`config.mk`:
```
export PLATFORM = sky130hd
export DESIGN_NAME = div_unit
export DESIGN_NICKNAME = d
export VERILOG_FILES = /design/src/rtl/div_unit_pkg.sv /design/src/rtl/div_unit_step.sv /design/src/rtl/div_unit.sv
export SDC_FILE = /design/constraint.sdc
export NUM_CORES = 1
export LEC_CHECK = 0
export CELL_PAD_IN_SITES_DETAIL_PLACEMENT = 2
export CELL_PAD_IN_SITES_GLOBAL_PLACEMENT = 2
export CORE_MARGIN = 1
export CORE_UTILIZATION = 35
export DETAILED_ROUTE_END_ITERATION = 16
export PLACE_DENSITY_LB_ADDON = 0.1
export SYNTH_ARGS = -nofsm -noshare
export SYNTH_HDL_FRONTEND = slang
export SYNTH_SLANG_ARGS = --single-unit
```
`constraint.sdc`:
```
create_clock -name clk -period 13.2 [get_ports clk]
set_input_delay 2.64 -clock clk [delete_from_list [all_inputs] [get_ports clk]]
set_output_delay 2.64 -clock clk [all_outputs]
set_load 0.05 [all_outputs]
```
`src/rtl/div_unit_pkg.sv`:
```
// Shared definitions for the iterative divider.
//   div_state_e : FSM state encoding
//   DIV_CYCLES  : quotient bits produced, one per cycle in ON
//   neg_if      : conditional two's-complement negate
package div_unit_pkg;

    typedef enum logic [1:0] {
        IDLE   = 2'b00,
        BYZERO = 2'b01,
        ON     = 2'b10,
        END    = 2'b11
    } div_state_e;

    localparam int DIV_CYCLES = 32;

    function automatic logic [31:0] neg_if(input logic neg, input logic [31:0] v);
        return neg ? (~v + 32'd1) : v;
    endfunction

endpackage

```
`src/rtl/div_unit_step.sv`:
```
// One radix-2 restoring division step (combinational).
//   rem_i     : partial remainder so far (always < divisor_i)
//   dvd_msb_i : next dividend bit shifted in
//   divisor_i : divisor magnitude
//   rem_o     : next partial remainder
//   qbit_o    : quotient bit produced by this step
module div_step (
    input  logic [31:0] rem_i,
    input  logic        dvd_msb_i,
    input  logic [31:0] divisor_i,
    output logic [31:0] rem_o,
    output logic        qbit_o
);

    logic [32:0] partial;
    logic [32:0] trial;

    assign partial = {rem_i, dvd_msb_i};
    // Since rem_i < divisor_i, partial - divisor lies in (-2^32, 2^32),
    // so bit 32 of the 33-bit difference is exactly the "went negative" flag.
    assign trial   = partial - {1'b0, divisor_i};
    assign qbit_o  = ~trial[32];
    assign rem_o   = qbit_o ? trial[31:0] : partial[31:0];

endmodule

```
`src/rtl/div_unit.sv`:
```
// Multi-cycle 32-bit signed/unsigned divider for the EX stage.
//   clk, rst          : clock, async active-high reset
//   div_start         : divide request, held by EX until ready
//   signed_div        : 1 = DIV, 0 = DIVU
//   dividend, divisor : operands, sampled on accept only
//   annul             : flush an in-flight operation
//   result_lo/hi      : quotient / remainder
//   ready             : one-cycle result-valid pulse
//   stallreq_from_ex  : pipeline stall request
module div_unit
    import div_unit_pkg::*;
(
    input  logic        clk,
    input  logic        rst,
    input  logic        div_start,
    input  logic        signed_div,
    input  logic [31:0] dividend,
    input  logic [31:0] divisor,
    input  logic        annul,
    output logic [31:0] result_lo,
    output logic [31:0] result_hi,
    output logic        ready,
    output logic        stallreq_from_ex
);

    div_state_e  state_q, state_d;
    logic [5:0]  cnt_q, cnt_d;
    logic [31:0] dvd_q, dvd_d;   // dividend magnitude, becomes quotient as bits shift in
    logic [31:0] dvs_q, dvs_d;   // divisor magnitude
    logic [31:0] rem_q, rem_d;
    logic [31:0] lo_q, lo_d;
    logic [31:0] hi_q, hi_d;
    logic        neg_quo_q, neg_quo_d;
    logic        neg_rem_q, neg_rem_d;

    logic        accept;
    logic [31:0] step_rem;
    logic        step_qbit;

    div_step u_step (
        .rem_i     (rem_q),
        .dvd_msb_i (dvd_q[31]),
        .divisor_i (dvs_q),
        .rem_o     (step_rem),
        .qbit_o    (step_qbit)
    );

    assign accept           = (state_q == IDLE) && div_start && !annul;
    assign ready            = (state_q == END);
    assign stallreq_from_ex = div_start && !ready;
    assign result_lo        = lo_q;
    assign result_hi        = hi_q;

    always_comb begin
        state_d   = state_q;
        cnt_d     = cnt_q;
        dvd_d     = dvd_q;
        dvs_d     = dvs_q;
        rem_d     = rem_q;
        lo_d      = lo_q;
        hi_d      = hi_q;
        neg_quo_d = neg_quo_q;
        neg_rem_d = neg_rem_q;
        case (state_q)
            IDLE: begin
                if (accept) begin
                    dvd_d     = neg_if(signed_div && dividend[31], dividend);
                    dvs_d     = neg_if(signed_div && divisor[31], divisor);
                    neg_quo_d = signed_div && (dividend[31] ^ divisor[31]);
                    neg_rem_d = signed_div && dividend[31];
                    rem_d     = '0;
                    cnt_d     = '0;
                    state_d   = (divisor == 32'd0) ? BYZERO : ON;
                end
            end
            BYZERO: begin
                if (annul) begin
                    state_d = IDLE;
                end else begin
                    lo_d    = '0;
                    hi_d    = '0;
                    state_d = END;
                end
            end
            ON: begin
                if (annul) begin
                    state_d = IDLE;
                end else begin
                    rem_d = step_rem;
                    dvd_d = {dvd_q[30:0], step_qbit};
                    cnt_d = cnt_q + 6'd1;
                    // Last iteration: commit sign-corrected results so they
                    // are stable for the whole END cycle.
                    if (cnt_q == 6'(DIV_CYCLES - 1)) begin
                        lo_d    = neg_if(neg_quo_q, {dvd_q[30:0], step_qbit});
                        hi_d    = neg_if(neg_rem_q, step_rem);
                        state_d = END;
                    end
                end
            end
            END: state_d = IDLE;
            default: state_d = IDLE;
        endcase
    end

    always_ff @(posedge clk or posedge rst) begin
        if (rst) begin
            state_q   <= IDLE;
            cnt_q     <= '0;
            dvd_q     <= '0;
            dvs_q     <= '0;
            rem_q     <= '0;
            lo_q      <= '0;
            hi_q      <= '0;
            neg_quo_q <= 1'b0;
            neg_rem_q <= 1'b0;
        end else begin
            state_q   <= state_d;
            cnt_q     <= cnt_d;
            dvd_q     <= dvd_d;
            dvs_q     <= dvs_d;
            rem_q     <= rem_d;
            lo_q      <= lo_d;
            hi_q      <= hi_d;
            neg_quo_q <= neg_quo_d;
            neg_rem_q <= neg_rem_d;
        end
    end

endmodule

```
==> results of run 1 <==
worst max-delay path, delay by kind of cell:
kind,cells,cell delay (ps)
buffers and inverters,2,1270
and+or+nand+nor,1,120
power breakdown:
| group | internal (mW) | total, mW | switching (mW) |
|---|---|---|---|
| Combinational | 1.14 | 3.34 | 2.21 |
| Clock | 0.306 | 0.561 | 0.255 |
| Sequential | 0.666 | 0.877 | 0.211 |
state kept, by name, indices dropped and copies added, names as in the netlist:
signal / cells
dvd_q: 32
state_q: 2
neg_quo_q: 1
cnt_q: 6
rem_q: 32
result_lo: 32
neg_rem_q: 1
dvs_q: 32
result_hi: 32
per-layer routing:
metal	track usage, %	share of wire [%]
met2	44.7	48
met3	2.74	2.4
met4	8.33	2.4
met5	0	0
met1	36.0	47
worst paths after layout:
| path | from | to | slack, ps | cells past startpoint |
|---|---|---|---|---|
| max | div_start | stallreq_from_ex | 6530 | 3 |
| min | result_lo[10] | result_lo[10] | 480 | 2 |
| max reg2reg | dvd_q[31] | result_hi[28] | 7330 | 22 |
| min reg2reg | result_lo[10] | result_lo[10] | 480 | 2 |
| max in group asynchronous | rst | dvs_q[10] | 8600 | 4 |
| min in group asynchronous | rst | dvd_q[7] | 2590 | 2 |
through the flow:
stage	utilization, %	setup slack, ps	total power, mW	area (µm²)
6_report	42.1	6530	4.78	14900
3_3_place_gp	40.4	6490	4.06	14300
3_5_place_dp	40.4	6510	4.19	14300
2_1_floorplan	-	5960	3.16	12600
4_1_cts	42.1	6520	4.78	14900
5_1_grt	42.1	6500	5.15	14900
area by class of cell:
cell class / count / area [µm²] / area share [%]
Multi-Input combinational cell: 1260 / 7780 / 52.0
Sequential cell: 170 / 4250 / 28.5
Timing Repair Buffer: 153 / 1480 / 9.93
Tap cell: 461 / 577 / 3.86
Clock buffer: 17 / 425 / 2.85
Inverter: 61 / 234 / 1.57
Clock inverter: 15 / 198 / 1.32
logic make-up after synthesis:
logic type | after synthesis | share of synthesized area, %
compound gates | 507 | 25.4
fa+ha+maj | 42 | 4.23
xor+xnor | 127 | 8.82
mux | 23 | 1.85
simple gates | 561 | 21.2
flops | 170 | 33.7
buf+inv | 146 | 4.69
placed cells by master (no fill, tap or decap), types with 5 or more instances in the layout:
master           count
nor2_1             109
clkdlybuf4s50_1    134
o21ai_0            189
or2_2               13
nor2b_1             10
clkbuf_16           17
or3_1               25
or4_1               13
and2_1              11
a21boi_0             5
a21o_1              14
mux2i_1             21
nand2b_1            10
xor2_1              64
nor4_1              20
buf_4               19
nor3_1              43
nand4_1             17
and3_1              11
nand2_1            229
a22o_1               9
a22oi_1              5
o21ai_1              7
o31ai_1             22
o211ai_1            16
o41ai_1             10
inv_1               60
a21oi_1            120
xnor2_1             63
dfrtp_1            170
ha_1                40
o22ai_1             17
nand3_1             22
inv_6                9
o21a_1               8
a31oi_1             11
a211oi_1             7
==> reports/metrics.json, run 1 <==
{
  "total_standard_cell_area_after_synthesis": {"value": 12600, "unit": "µm²"},
  "routed_wire_length_per_instance": {"value": 22.3, "unit": "µm"},
  "pin_count_of_the_biggest_net_entering_global_routing": {"value": 75},
  "commonest_cells_in_the_synthesized_netlist": {"value": "nand2_1, o21ai_0, dfrtp_1"},
  "tightestPinTransition": {"value": 1140, "unit": "ps"},
  "number_of_antenna_violations_at_the_first_check_in_global_routing": {"value": 0},
  "post_cts.resized_instances": {"value": 0},
  "clk_transition_reported_paths": {"value": 70, "unit": "ps"},
  "number_of_i_o_port_buffers": {"value": 134},
  "synth_area_leaders": {"value": "dfrtp_1, o21ai_0, nand2_1"},
  "grt_pass1_vias": {"value": 13200},
  "critPathSlowestCell": {"value": "clkdlybuf4s50_1"},
  "cp_max_fo": {"value": 2},
  "wl": {"value": 47.7, "unit": "mm"},
  "outcome": {"value": "complete, no violations"},
  "final-hold-violation-count": {"value": 0},
  "nFillCells": {"value": 4065},
  "synth_async_sr_flop_share": {"value": 100, "unit": "%"},
  "setup_viol": {"value": 0},
  "holdWs": {"value": 485, "unit": "ps"},
  "yosys.cell_types.count": {"value": 94},
  "syn_nets": {"value": 1687},
  "required": {"value": 10560, "unit": "ps"},
  "drive_above_1_share": {"value": 5.91, "unit": "%"},
  "crit_path_start_kind": {"value": "input port"},
  "synth_warnings": {"value": 0},
  "die_x": {"value": 192, "unit": "µm"},
  "route.vias.total": {"value": 12300},
  "postCtsSetupRepairBufs": {"value": 0},
  "cts-buffers-inserted": {"value": 17},
  "power_density_over_the_cells": {"value": 320, "unit": "nW/µm²"},
  "critical_path.most_common_cell": {"value": "clkdlybuf4s50_1"},
  "synth_top_area_share": {"value": 33.7, "unit": "%"},
  "path_class": {"value": "input port to primary output"},
  "global_route.overflow_total": {"value": 0},
  "fin_tns_setup": {"value": 0, "unit": "ps"},
  "initial_core_util": {"value": 35.5, "unit": "%"},
  "max-vdd-ir-drop": {"value": 176, "unit": "µV"},
  "holdBufCountCts": {"value": 0},
  "core": {"value": 35500, "unit": "µm²"},
  "yosysMostFrequentCell": {"value": "nand2_1"},
  "rows": {"value": 69},
  "worstSetupEndpointType": {"value": "primary output"},
  "avg_cell_area_syn": {"value": 8.00, "unit": "µm²"},
  "slew-limit-headroom": {"value": 23.7, "unit": "%"},
  "leakagePower": {"value": 6.19, "unit": "nW"},
  "drt_via_density": {"value": 5.76},
  "cell_breakdown_of_the_critical_path": {"value": "clkdlybuf4s50_1 > nor2b_1 > clkdlybuf4s50_1"},
  "timing.final.crit_share": {"value": 50.6, "unit": "%"},
  "min_period": {"value": 6670, "unit": "ps"},
  "detail_route.iter0.violations": {"value": 555},
  "min-delay-path-class": {"value": "flop to flop"},
  "h_tree_depth": {"value": 4},
  "clk_path_buf_depth": {"value": 2},
  "design.die.area": {"value": 36800, "unit": "µm²"},
  "layout.cells.non_filler": {"value": 2137},
  "die_h": {"value": 192, "unit": "µm"},
  "worst-endpoint-arrival": {"value": 4030, "unit": "ps"},
  "i_o_pin_cnt": {"value": 135},
  "n_antenna_cell": {"value": 0},
  "postRouteAntennaNets": {"value": 0},
  "final_nets": {"value": 1774},
  "synth.largest_area_cell": {"value": "dfrtp_1"},
  "yosysSeqAreaShare": {"value": 33.7, "unit": "%"},
  "post-place-cells": {"value": 2105},
  "dr.pass1.iters": {"value": 7},
  "postSynthRegisterBits": {"value": 170},
  "synth_cells": {"value": 1576},
  "cp_slowest_stage_delay": {"value": 800, "unit": "ps"},
  "fin_skew": {"value": 18.0, "unit": "ps"},
  "cts.sink_count": {"value": 170},
  "placer_s_final_routability_congestion_estimate": {"value": 0.863},
  "track_usage": {"value": 26.7, "unit": "%"},
  "worst_skew_pair.late_latency": {"value": 460, "unit": "ps"},
  "grt_setup_unrepaired": {"value": "no"},
  "clock.fmax": {"value": 0.150, "unit": "GHz"},
  "max_cap_viol_count": {"value": 0},
  "final_count_of_pins_violating_max_slew": {"value": 0},
  "hpwl": {"value": 35.7, "unit": "mm"},
  "grt_pass1_wl": {"value": 75.8, "unit": "mm"},
  "route.detailed.drc": {"value": 0},
  "cts.root.buffer_cell": {"value": "clkbuf_16"},
  "ys.flop_type": {"value": "dfrtp_1"},
  "edff_count_synth": {"value": 0},
  "cts_tree": {"value": "built"},
  "area_growth": {"value": 18.6, "unit": "%"}
}
(Power assumes the default switching activity.)
==> run 2, diff against run 1 <==
--- a/config.mk
+++ b/config.mk
@@ -8,7 +8,7 @@
 export CELL_PAD_IN_SITES_DETAIL_PLACEMENT = 2
 export CELL_PAD_IN_SITES_GLOBAL_PLACEMENT = 2
 export CORE_MARGIN = 1
-export CORE_UTILIZATION = 35
+export CORE_UTILIZATION = 31
 export DETAILED_ROUTE_END_ITERATION = 16
 export PLACE_DENSITY_LB_ADDON = 0.1
 export SYNTH_ARGS = -nofsm -noshare
==> constraint.sdc (replaced) <==
create_clock -name clk -period 6.1 [get_ports clk]
set_input_delay 1.22 -clock clk [delete_from_list [all_inputs] [get_ports clk]]
set_output_delay 1.22 -clock clk [all_outputs]
set_load 0.05 [all_outputs]
==> run 2 against run 1 <==
First-iteration DRC count is 3.1% lower. Final cell count is 2.9% higher. Worst hold slack worse by 6.1 ps. Total power is 120% higher. Clock skew is 4.5 ps lower. Clock power is 91% higher. Die area is 13% higher. Cell area hardly changed. Highest routed layer unchanged. Setup slack worse by 5700 ps.
==> reports/metrics.json, run 2 (synthesized netlist as in run 1, its figures left out) <==
{
  "die_x": {"value": 204, "unit": "µm", "change": "+6.2%"},
  "route.vias.total": {"value": 12300, "change": "-0.0081%"},
  "critPathSlowestCell": {"value": "a21oi_1"},
  "worst_setup_path_endpoint": {"value": "result_hi[26]"},
  "area_growth": {"value": 18.6, "unit": "%", "change": "about the same"},
  "min_period": {"value": 5320, "unit": "ps"},
  "number_of_antenna_violations_at_the_first_check_in_global_routing": {"value": 3, "change": "+3"},
  "switching_power": {"value": 5.81, "unit": "mW", "change": "+120%"},
  "max_cap_viol_count": {"value": 0, "change": "unchanged"},
  "cts_tree": {"value": "built"},
  "rows": {"value": 73, "change": "+5.8%"},
  "clock.fmax": {"value": 0.188, "unit": "GHz"},
  "core": {"value": 39900, "unit": "µm²", "change": "+12%"},
  "grt_pass1_wl": {"value": 78.8, "unit": "mm", "change": "+4.0%"},
  "final_count_of_pins_violating_max_slew": {"value": 0, "change": "unchanged"},
  "cp_slowest_stage_delay": {"value": 500, "unit": "ps", "change": "-300 ps"},
  "number_of_i_o_port_buffers": {"value": 134, "change": "unchanged"},
  "drive_above_1_share": {"value": 5.73, "unit": "%", "change": "-0.18 points"},
  "cts-buffers-inserted": {"value": 17, "change": "unchanged"},
  "setup_viol": {"value": 0, "change": "unchanged"},
  "clk_path_buf_depth": {"value": 2, "change": "unchanged"},
  "n_antenna_cell": {"value": 0, "change": "unchanged"},
  "pin_count_of_the_biggest_net_entering_global_routing": {"value": 94, "change": "+25%"},
  "die_h": {"value": 204, "unit": "µm", "change": "+6.2%"},
  "rr_endpoint": {"value": "result_hi[26]"},
  "worstSetupEndpointType": {"value": "flop"},
  "critPathLaunch": {"value": "dvd_q[31]"},
  "share_clk_of_total_power": {"value": 10.4, "unit": "%", "change": "-1.3 points"},
  "h_tree_depth": {"value": 4, "change": "unchanged"},
  "outcome": {"value": "complete, no violations"},
  "mostFrequentLayoutCell": {"value": "nand2_1"},
  "slew-limit-headroom": {"value": 21.9, "unit": "%", "change": "-1.8 points"},
  "worstRegToRegCells": {"value": 20, "change": "-9.1%"},
  "final-hold-violation-count": {"value": 0, "change": "unchanged"},
  "regToRegStartpoint": {"value": "dvd_q[31]"},
  "leakagePower": {"value": 6.16, "unit": "nW", "change": "-0.50%"},
  "fin_skew": {"value": 13.5, "unit": "ps", "change": "-4.48 ps"},
  "crit_path_start_kind": {"value": "flop"},
  "hpwl": {"value": 37.9, "unit": "mm", "change": "+6.2%"},
  "layout_common_cells": {"value": "nand2_1, o21ai_0, dfrtp_1"},
  "cts.sink_count": {"value": 170, "change": "unchanged"},
  "clk_transition_reported_paths": {"value": 70, "unit": "ps", "change": "about the same"},
  "required": {"value": 6480, "unit": "ps", "change": "-4080 ps"},
  "design.die.area": {"value": 41500, "unit": "µm²", "change": "+13%"},
  "dr.pass1.iters": {"value": 5, "change": "-2"},
  "final_nets": {"value": 1775, "change": "+0.056%"},
  "switching_share": {"value": 56.4, "unit": "%", "change": "+0.54 points"},
  "placer_s_final_routability_congestion_estimate": {"value": 0.828, "change": "-4.0%"},
  "cts.root.buffer_cell": {"value": "clkbuf_16"},
  "power_density_over_the_cells": {"value": 688, "unit": "nW/µm²", "change": "+120%"},
  "internal_power": {"value": 4.49, "unit": "mW", "change": "+110%"},
  "grt_pass1_vias": {"value": 13300, "change": "+0.77%"},
  "seq_power_share": {"value": 18.3, "unit": "%", "change": "about the same"},
  "ff2ff_setup_slack": {"value": 780, "unit": "ps", "change": "-6550 ps"},
  "max-vdd-ir-drop": {"value": 363, "unit": "µV", "change": "+110%"},
  "i_o_pin_cnt": {"value": 135, "change": "unchanged"},
  "tightestPinTransition": {"value": 1140, "unit": "ps", "change": "+3.63 ps"},
  "grt_setup_unrepaired": {"value": "no"},
  "drt_via_density": {"value": 5.60, "change": "-2.9%"},
  "report.power.total": {"value": 10.3, "unit": "mW", "change": "+120%"},
  "postLayoutSetupSlackWorst": {"value": 777, "unit": "ps", "change": "-5750 ps"},
  "min-delay-path-class": {"value": "flop to flop"},
  "initial_core_util": {"value": 31.6, "unit": "%", "change": "-3.9 points"},
  "place_ws": {"value": 876, "unit": "ps", "change": "-5640 ps"},
  "share_comb_of_total_power": {"value": 71.3, "unit": "%", "change": "+1.4 points"},
  "worst-endpoint-arrival": {"value": 5710, "unit": "ps", "change": "+1680 ps"},
  "post_cts.resized_instances": {"value": 0, "change": "unchanged"},
  "global_route.overflow_total": {"value": 0, "change": "unchanged"},
  "postLayoutCellArea": {"value": 15000, "unit": "µm²", "change": "about the same"},
  "routed_wire_length_per_instance": {"value": 22.4, "unit": "µm", "change": "+0.26%"},
  "wl": {"value": 49.2, "unit": "mm", "change": "+3.2%"},
  "worst_skew_pair.late_latency": {"value": 500, "unit": "ps", "change": "+40 ps"},
  "cell_breakdown_of_the_critical_path": {"value": "inv_1 > ha_1 > fa_1 > nand2b_1 > a21boi_2 > a21boi_2 > o21ai_2 > a2111oi_4 > nor2_4 > nand2_1 > o21ai_0 > ha_1 > inv_1 > or3_1 > nor3_1 > o21ai_0 > and3_1 > a21oi_1 > o211ai_1 > a32o_1"},
  "holdWs": {"value": 479, "unit": "ps", "change": "-6.06 ps"},
  "cp_max_fo": {"value": 11, "change": "+9"},
  "nFillCells": {"value": 4587, "change": "+13%"},
  "postCtsSetupRepairBufs": {"value": 0, "change": "unchanged"},
  "route.detailed.drc": {"value": 0, "change": "unchanged"},
  "timing.final.crit_share": {"value": 87.3, "unit": "%"},
  "track_usage": {"value": 24.8, "unit": "%", "change": "-1.9 points"},
  "postRouteAntennaNets": {"value": 0, "change": "unchanged"},
  "path_class": {"value": "flop to flop"},
  "holdBufCountCts": {"value": 0, "change": "unchanged"},
  "detail_route.iter0.violations": {"value": 538, "change": "-3.1%"},
  "fin_tns_setup": {"value": 0, "unit": "ps", "change": "unchanged"},
  "placed_cell_area": {"value": 14400, "unit": "µm²", "change": "+0.70%"}
}
[run 2: how the worst min path moves through the flow]
| stage | startpoint | to | cells past startpoint |
|---|---|---|---|
| finish | dvs_q[3] | dvs_q[3] | 2 |
| global route | result_lo[11] | result_lo[11] | 2 |
| CTS | dvs_q[3] | dvs_q[3] | 2 |
| detailed placement | result_lo[0] | result_lo[0] | 2 |
| global placement | result_lo[11] | result_lo[11] | 2 |
| floorplan | dvs_q[10] | dvs_q[10] | 2 |
[run 2: metal layers]
metal,GRT usage (%),vias up,share of wire [%]
met5,0,-,0
met4,7.98,0,2.0
met3,3.45,42,2.7
met2,40.0,185,47
met1,33.9,6263,48
li1,-,5825,-
[run 2: worst max-delay path: cells and delay by family (launching register included)]
kind / cells / cell delay, ps
compound gates: 9 / 2280
fa+ha+maj: 3 / 850
buf+inv: 2 / 140
flops: 1 / 390
simple gates: 6 / 1530
[run 2: area by class of cell]
cell class                      count  area, µm²  area share, %
Clock buffer                       19        433           2.89
Multi-Input combinational cell   1260       7780           52.0
Clock inverter                     11        100          0.669
Inverter                           61        234           1.56
Sequential cell                   170       4250           28.4
Tap cell                          525        657           4.39
Timing Repair Buffer              154       1500           10.1
[run 2: stage by stage]
stage,utilization (%),cells
2_1_floorplan,-,1576
3_3_place_gp,36.1,2170
3_5_place_dp,36.1,2170
4_1_cts,37.5,2200
5_1_grt,37.5,2200
6_report,37.5,2200
[run 2: power groups by stage]
| stage | combinational, mW | sequential (mW) | clock, mW |
|---|---|---|---|
| final | 7.34 | 1.88 | 1.07 |
| after global routing | 8.06 | 1.94 | 1.14 |
| after CTS | 7.34 | 1.89 | 1.11 |
| after detailed placement | 7.28 | 1.91 | 0 |
| after global placement | 7.13 | 1.88 | 0 |
| after floorplan | 5.11 | 1.72 | 0 |
